`config.mk`:
```
export PLATFORM = sky130hd
export DESIGN_NAME = nibble_add_ctrl
export DESIGN_NICKNAME = d
export VERILOG_FILES = /design/src/rtl/nibble_add_pkg.sv /design/src/rtl/four_bit_adder.sv /design/src/rtl/nibble_add_ctrl.sv
export SDC_FILE = /design/constraint.sdc
export NUM_CORES = 1
export LEC_CHECK = 0
export ABC_CLOCK_PERIOD_IN_PS = 3500
export BUFFER_PORTS_ARGS = -buffer_cell sky130_fd_sc_hd__clkbuf_2
export CAP_MARGIN = 25
export CELL_PAD_IN_SITES_DETAIL_PLACEMENT = 1
export CELL_PAD_IN_SITES_GLOBAL_PLACEMENT = 1
export CORE_MARGIN = 4
export CORE_UTILIZATION = 40
export CTS_BUF_LIST = sky130_fd_sc_hd__clkbuf_4 sky130_fd_sc_hd__clkbuf_8
export DETAILED_ROUTE_END_ITERATION = 16
export GPL_TIMING_DRIVEN = 0
export PLACE_DENSITY = 0.83
export SLEW_MARGIN = 20
export SYNTH_ARGS = -nofsm -noshare
export SYNTH_HDL_FRONTEND = slang
export SYNTH_SLANG_ARGS = --single-unit
```
`constraint.sdc`:
```
create_clock -name clk -period 3.5 [get_ports clk]
set_input_delay 0.175 -clock clk [delete_from_list [all_inputs] [get_ports clk]]
set_output_delay 0.175 -clock clk [all_outputs]
set_load 0.01 [all_outputs]
```
`src/rtl/nibble_add_pkg.sv`:
```
// Shared types and helpers for the nibble-serial add controller.
package nibble_add_pkg;

    localparam int unsigned NIB_W = 4;

    typedef enum logic [1:0] {
        IDLE,
        ADD,
        RESP
    } state_e;

    // Index width for a nibble counter; a single-nibble datapath still needs one bit.
    function automatic int unsigned idx_width(input int unsigned nib);
        return (nib > 1) ? $clog2(nib) : 1;
    endfunction

endpackage

```
`src/rtl/four_bit_adder.sv`:
```
// Combinational 4-bit ripple adder slice shared by the nibble controller.
module four_bit_adder (
    input  logic [3:0] a,
    input  logic [3:0] b,
    input  logic       cin,
    output logic [3:0] sum,
    output logic       cout
);

    assign {cout, sum} = 5'(a) + 5'(b) + 5'(cin);

endmodule

```
`src/rtl/nibble_add_ctrl.sv`:
```
// Two-requester, round-robin controller that performs WIDTH-bit additions one
// nibble per cycle through a shared four_bit_adder, LSB nibble first.
module nibble_add_ctrl
    import nibble_add_pkg::*;
#(
    parameter int unsigned WIDTH = 16
) (
    input  logic             clk,
    input  logic             rst_n,
    input  logic             req0_valid,
    output logic             req0_ready,
    input  logic [WIDTH-1:0] req0_a,
    input  logic [WIDTH-1:0] req0_b,
    input  logic             req0_cin,
    input  logic             req1_valid,
    output logic             req1_ready,
    input  logic [WIDTH-1:0] req1_a,
    input  logic [WIDTH-1:0] req1_b,
    input  logic             req1_cin,
    output logic             rsp_valid,
    input  logic             rsp_ready,
    output logic [WIDTH-1:0] rsp_sum,
    output logic             rsp_cout,
    output logic             rsp_id,
    output logic             busy
);

    localparam int unsigned NIB   = WIDTH / NIB_W;
    localparam int unsigned IDX_W = idx_width(NIB);
    localparam logic [IDX_W-1:0] LAST_IDX = IDX_W'(NIB - 1);

    state_e             state_q, state_d;
    logic               ptr_q, ptr_d;
    logic [IDX_W-1:0]   idx_q, idx_d;
    logic               carry_q, carry_d;
    logic [WIDTH-1:0]   a_q, a_d, b_q, b_d;
    logic [WIDTH-1:0]   sum_q, sum_d;
    logic               cout_q, cout_d;
    logic               id_q, id_d;
    logic               rsp_valid_q, rsp_valid_d;
    logic               busy_q;

    logic               grant0, grant1;
    logic [NIB_W-1:0]   add_a, add_b, add_sum;
    logic               add_cout;

    // ptr_q == 0 favours req0 when both requesters are valid.
    assign grant0 = req0_valid && (!req1_valid || !ptr_q);
    assign grant1 = req1_valid && (!req0_valid || ptr_q);

    assign req0_ready = rst_n && (state_q == IDLE) && grant0;
    assign req1_ready = rst_n && (state_q == IDLE) && grant1;

    assign add_a = a_q[idx_q*NIB_W +: NIB_W];
    assign add_b = b_q[idx_q*NIB_W +: NIB_W];

    four_bit_adder u_adder (
        .a    (add_a),
        .b    (add_b),
        .cin  (carry_q),
        .sum  (add_sum),
        .cout (add_cout)
    );

    always_comb begin
        state_d     = state_q;
        ptr_d       = ptr_q;
        idx_d       = idx_q;
        carry_d     = carry_q;
        a_d         = a_q;
        b_d         = b_q;
        sum_d       = sum_q;
        cout_d      = cout_q;
        id_d        = id_q;
        rsp_valid_d = rsp_valid_q;

        case (state_q)
            IDLE: begin
                if (req0_ready) begin
                    a_d     = req0_a;
                    b_d     = req0_b;
                    carry_d = req0_cin;
                    id_d    = 1'b0;
                    ptr_d   = 1'b1;
                    idx_d   = '0;
                    state_d = ADD;
                end else if (req1_ready) begin
                    a_d     = req1_a;
                    b_d     = req1_b;
                    carry_d = req1_cin;
                    id_d    = 1'b1;
                    ptr_d   = 1'b0;
                    idx_d   = '0;
                    state_d = ADD;
                end
            end
            ADD: begin
                sum_d[idx_q*NIB_W +: NIB_W] = add_sum;
                carry_d = add_cout;
                if (idx_q == LAST_IDX) begin
                    cout_d      = add_cout;
                    rsp_valid_d = 1'b1;
                    idx_d       = '0;
                    state_d     = RESP;
                end else begin
                    idx_d = idx_q + 1'b1;
                end
            end
            RESP: begin
                if (rsp_ready) begin
                    rsp_valid_d = 1'b0;
                    state_d     = IDLE;
                end
            end
            default: state_d = IDLE;
        endcase
    end

    always_ff @(posedge clk or negedge rst_n) begin
        if (!rst_n) begin
            state_q     <= IDLE;
            ptr_q       <= 1'b0;
            idx_q       <= '0;
            carry_q     <= 1'b0;
            a_q         <= '0;
            b_q         <= '0;
            sum_q       <= '0;
            cout_q      <= 1'b0;
            id_q        <= 1'b0;
            rsp_valid_q <= 1'b0;
            busy_q      <= 1'b0;
        end else begin
            state_q     <= state_d;
            ptr_q       <= ptr_d;
            idx_q       <= idx_d;
            carry_q     <= carry_d;
            a_q         <= a_d;
            b_q         <= b_d;
            sum_q       <= sum_d;
            cout_q      <= cout_d;
            id_q        <= id_d;
            rsp_valid_q <= rsp_valid_d;
            busy_q      <= (state_d != IDLE);
        end
    end

    assign rsp_valid = rsp_valid_q;
    assign rsp_sum   = sum_q;
    assign rsp_cout  = cout_q;
    assign rsp_id    = id_q;
    assign busy      = busy_q;

endmodule

```
==> results.ini <==
[floorplanning]
dieWidth_um=91.4
chipHeight_um=91.4
core.rowCount=30
initial_core_util_pct=41.2
die_area_um2=8350
core_um2=6760
io-pin-count=93

[cts]
cts_buffer_depth=2
post_cts_buffers=0
clock-sinks=58
tritoncts_buffers=9
clk-insertion-delay-late_ps=330
cts_resized=0
clock_tree.root_cell=clkbuf_8
tritoncts=done
post_cts_hold_buffer_count=1
h_tree_level_count=3
clkSlewWorstSetupHoldPaths_ps=70

[synthesis]
synthesis.instances=227
synth_area_leader_cell=dfrtp_1
synth_area_um2=2780
synth_fp_nets=309
netlist-cell-type-count=36
synth.yosys.seq_area_share_pct=52.2
synth_seq_cells=58
post_synth_main_area_contributors=dfrtp_1 52%, a222oi_1 12%, mux4_2 6.5%
postSynthAreaPerCell_um2=12.3
synth_top_area_share_pct=52.2
synth-warning-count=0

[timing]
drv_slew=0
finalWorstPathRequiredPeriod_ps=3060
fin_skew_ps=9.34
setup-violations-final=0
timing.final.crit_share_pct=87.6
worstMarginPinSlew_ps=664
hold_viol_final=0
max_clock_freq_mhz=326
worst_slew_margin_rel_pct=55.7
tns_ps=0
grt_setup_unrepaired=no

[hold_path]
hp-class=in -> reg

[drt]
drt_first_iter_violations=211
route.final.wire_length_um=8180
remaining_drc_errors=0
drt-vias-per-instance=5.62
detail_route.first_pass.iterations=6
num_vias=2343
postRouteAntennaNets=0
wire_per_inst_um=19.6

[worst_setup_path]
crit_path_start_kind=flop
cp-end-kind=flop
cp_max_fo=10
required_ps=3690
critPathArrivalTime_ps=3260
critical_path_class=reg -> reg

[placed_design]
place.detailed.hpwl_um=6350
routabilityCongestion=0.747
buffer_ports.inserted=92

[power_and_ir_drop]
powerDensity_nw_per_um2=943
total_power_mw=3.36
ir_drop_v=0.000358
leakage_nw=1.97

[layout]
fin_nets=414
antenna_cells_inserted=0
area.sequential_um2=1450
filler_cell_count=766
multi_input_area_um2=1090
syn_to_final_growth_pct=28.1
layout-drive-gt1-share_pct=39.8

[global_route]
globalRoute.totalOverflow=0
vias_in_the_first_global_route=2658
number_of_antenna_violations_at_the_first_check_in_global_routing=0
grt_max_degree=38
grt_util_all_layers_pct=20.5
grt_first_pass_wirelength_um=13300

[run]
maxCapViolations=0

[outcome]
outcome=complete, no violations

==> critical path: stages (launching register included) <==
cell      delay [ps]
dfrtp_1          420
clkbuf_1         540
mux4_2           440
fa_1             450
fa_1             430
a21o_1           190
a21oi_1          240
nand2b_1         150
o211ai_1          80
==> state kept, by name (all words and copies together), names as in the netlist <==
register and flops:
rsp_valid 1, state_q 2, rsp_sum 16, rsp_id 1, carry_q 1, rsp_cout 1, b_q 16, ptr_q 1
idx_q 2, busy 1, a_q 16
==> synthesized netlist by cell type <==
| cell type | instances |
|---|---|
| mux2i_1 | 1 |
| buf_6 | 3 |
| nand2_2 | 1 |
| nor3b_4 | 1 |
| or3_4 | 1 |
| o21ai_1 | 1 |
| nor4_1 | 1 |
| nand4_1 | 1 |
| a222oi_1 | 32 |
| buf_2 | 7 |
| nand2b_1 | 3 |
| o31ai_1 | 1 |
| a21o_1 | 2 |
| o211ai_1 | 1 |
| buf_1 | 2 |
| buf_4 | 1 |
| nor3b_2 | 1 |
| ha_1 | 9 |
| nor4b_1 | 1 |
| xor2_1 | 1 |
| o21bai_1 | 1 |
| mux4_2 | 8 |
| and2b_2 | 1 |
| inv_1 | 37 |
| nor2_1 | 4 |
| clkbuf_1 | 2 |
| and3_1 | 2 |
| dfrtp_1 | 58 |
| o21ai_0 | 6 |
| clkbuf_8 | 1 |
| a21oi_1 | 3 |
| xnor2_1 | 1 |
| a22o_1 | 15 |
| nand2_1 | 11 |
| nand3_1 | 4 |
| fa_1 | 2 |
==> report_power, final <==
group          internal, mW  total [mW]  leakage [nW]  switching [mW]
sequential            0.955        1.14         0.738           0.187
clock                 0.332       0.600        0.0992           0.269
combinational         0.719        1.62          1.13           0.901
==> placed cells by master (no fill, tap or decap), types with 3 or more instances in the layout <==
| cell | Yosys | routed |
|---|---|---|
| buf_2 | 7 | 7 |
| clkbuf_2 | 0 | 91 |
| a22o_1 | 15 | 15 |
| inv_1 | 37 | 37 |
| buf_6 | 3 | 3 |
| o21ai_0 | 6 | 6 |
| nor2_1 | 4 | 4 |
| nand2_1 | 11 | 11 |
| dfrtp_1 | 58 | 58 |
| clkbuf_8 | 1 | 10 |
| nand3_1 | 4 | 4 |
| a222oi_1 | 32 | 32 |
| clkinv_2 | 0 | 4 |
| ha_1 | 9 | 9 |
| mux4_2 | 8 | 8 |
| nand2b_1 | 3 | 3 |
| a21oi_1 | 3 | 3 |
==> layer usage <==
metal	vias up	track usage (%)	wire (um)
met3	13	5.22	476
met1	1172	23.9	3250
met5	-	0	0
met2	88	36.0	4330
li1	1070	-	-
met4	0	7.54	123
==> cell type report <==
| class | count | share of cell area, % |
|---|---|---|
| repair buffers | 94 | 13.8 |
| clock buffers | 10 | 3.69 |
| plain buffers | 16 | 2.95 |
| inverters | 37 | 3.90 |
| multi-input cells | 116 | 30.5 |
| clock inverters | 6 | 1.62 |
| flip-flops and latches | 58 | 40.7 |
| well taps | 80 | 2.81 |
==> worst paths after layout <==
check                           start          to  slack (ps)  cells past startpoint
hold reg to reg            rsp_sum[2]  rsp_sum[2]         490                      2
hold / removal             req1_b[11]     b_q[11]          80                      3
setup / recovery             idx_q[1]     carry_q         440                      8
max in group asynchronous       rst_n      a_q[9]        2680                      3
min in group asynchronous       rst_n  rsp_sum[2]         310                      2
setup reg to reg             idx_q[1]     carry_q         440                      8
==> cells by family (layout without fill, tap and decap cells) <==
kind of cell / count (synthesis) / in the layout / share of synthesized area, %
AND/OR/NAND/NOR: 32 / 32 / 6.70
XOR/XNOR: 2 / 2 / 0.630
adder cells (fa/ha/maj): 11 / 11 / 5.49
buffers and inverters: 53 / 163 / 8.77
multiplexers: 9 / 9 / 6.84
flip-flops: 58 / 58 / 52.2
AO/OA/AOI/OAI: 62 / 62 / 19.4
==> per-stage QoR <==
| step | cell area, um^2 | cells | utilization, % | hold slack, ps | setup WS [ps] |
|---|---|---|---|---|---|
| floorplan | 2780 | 227 | - | -121 | 825 |
| global placement | 3340 | 399 | 49.5 | 407 | 521 |
| detailed placement | 3360 | 400 | 49.8 | 127 | 441 |
| CTS | 3560 | 417 | 52.7 | 69.7 | 440 |
| global route | 3560 | 417 | 52.7 | 72.5 | 239 |
| finish | 3560 | 417 | 52.7 | 80.3 | 435 |
No activity file was read; power rests on OpenSTA's default activity.
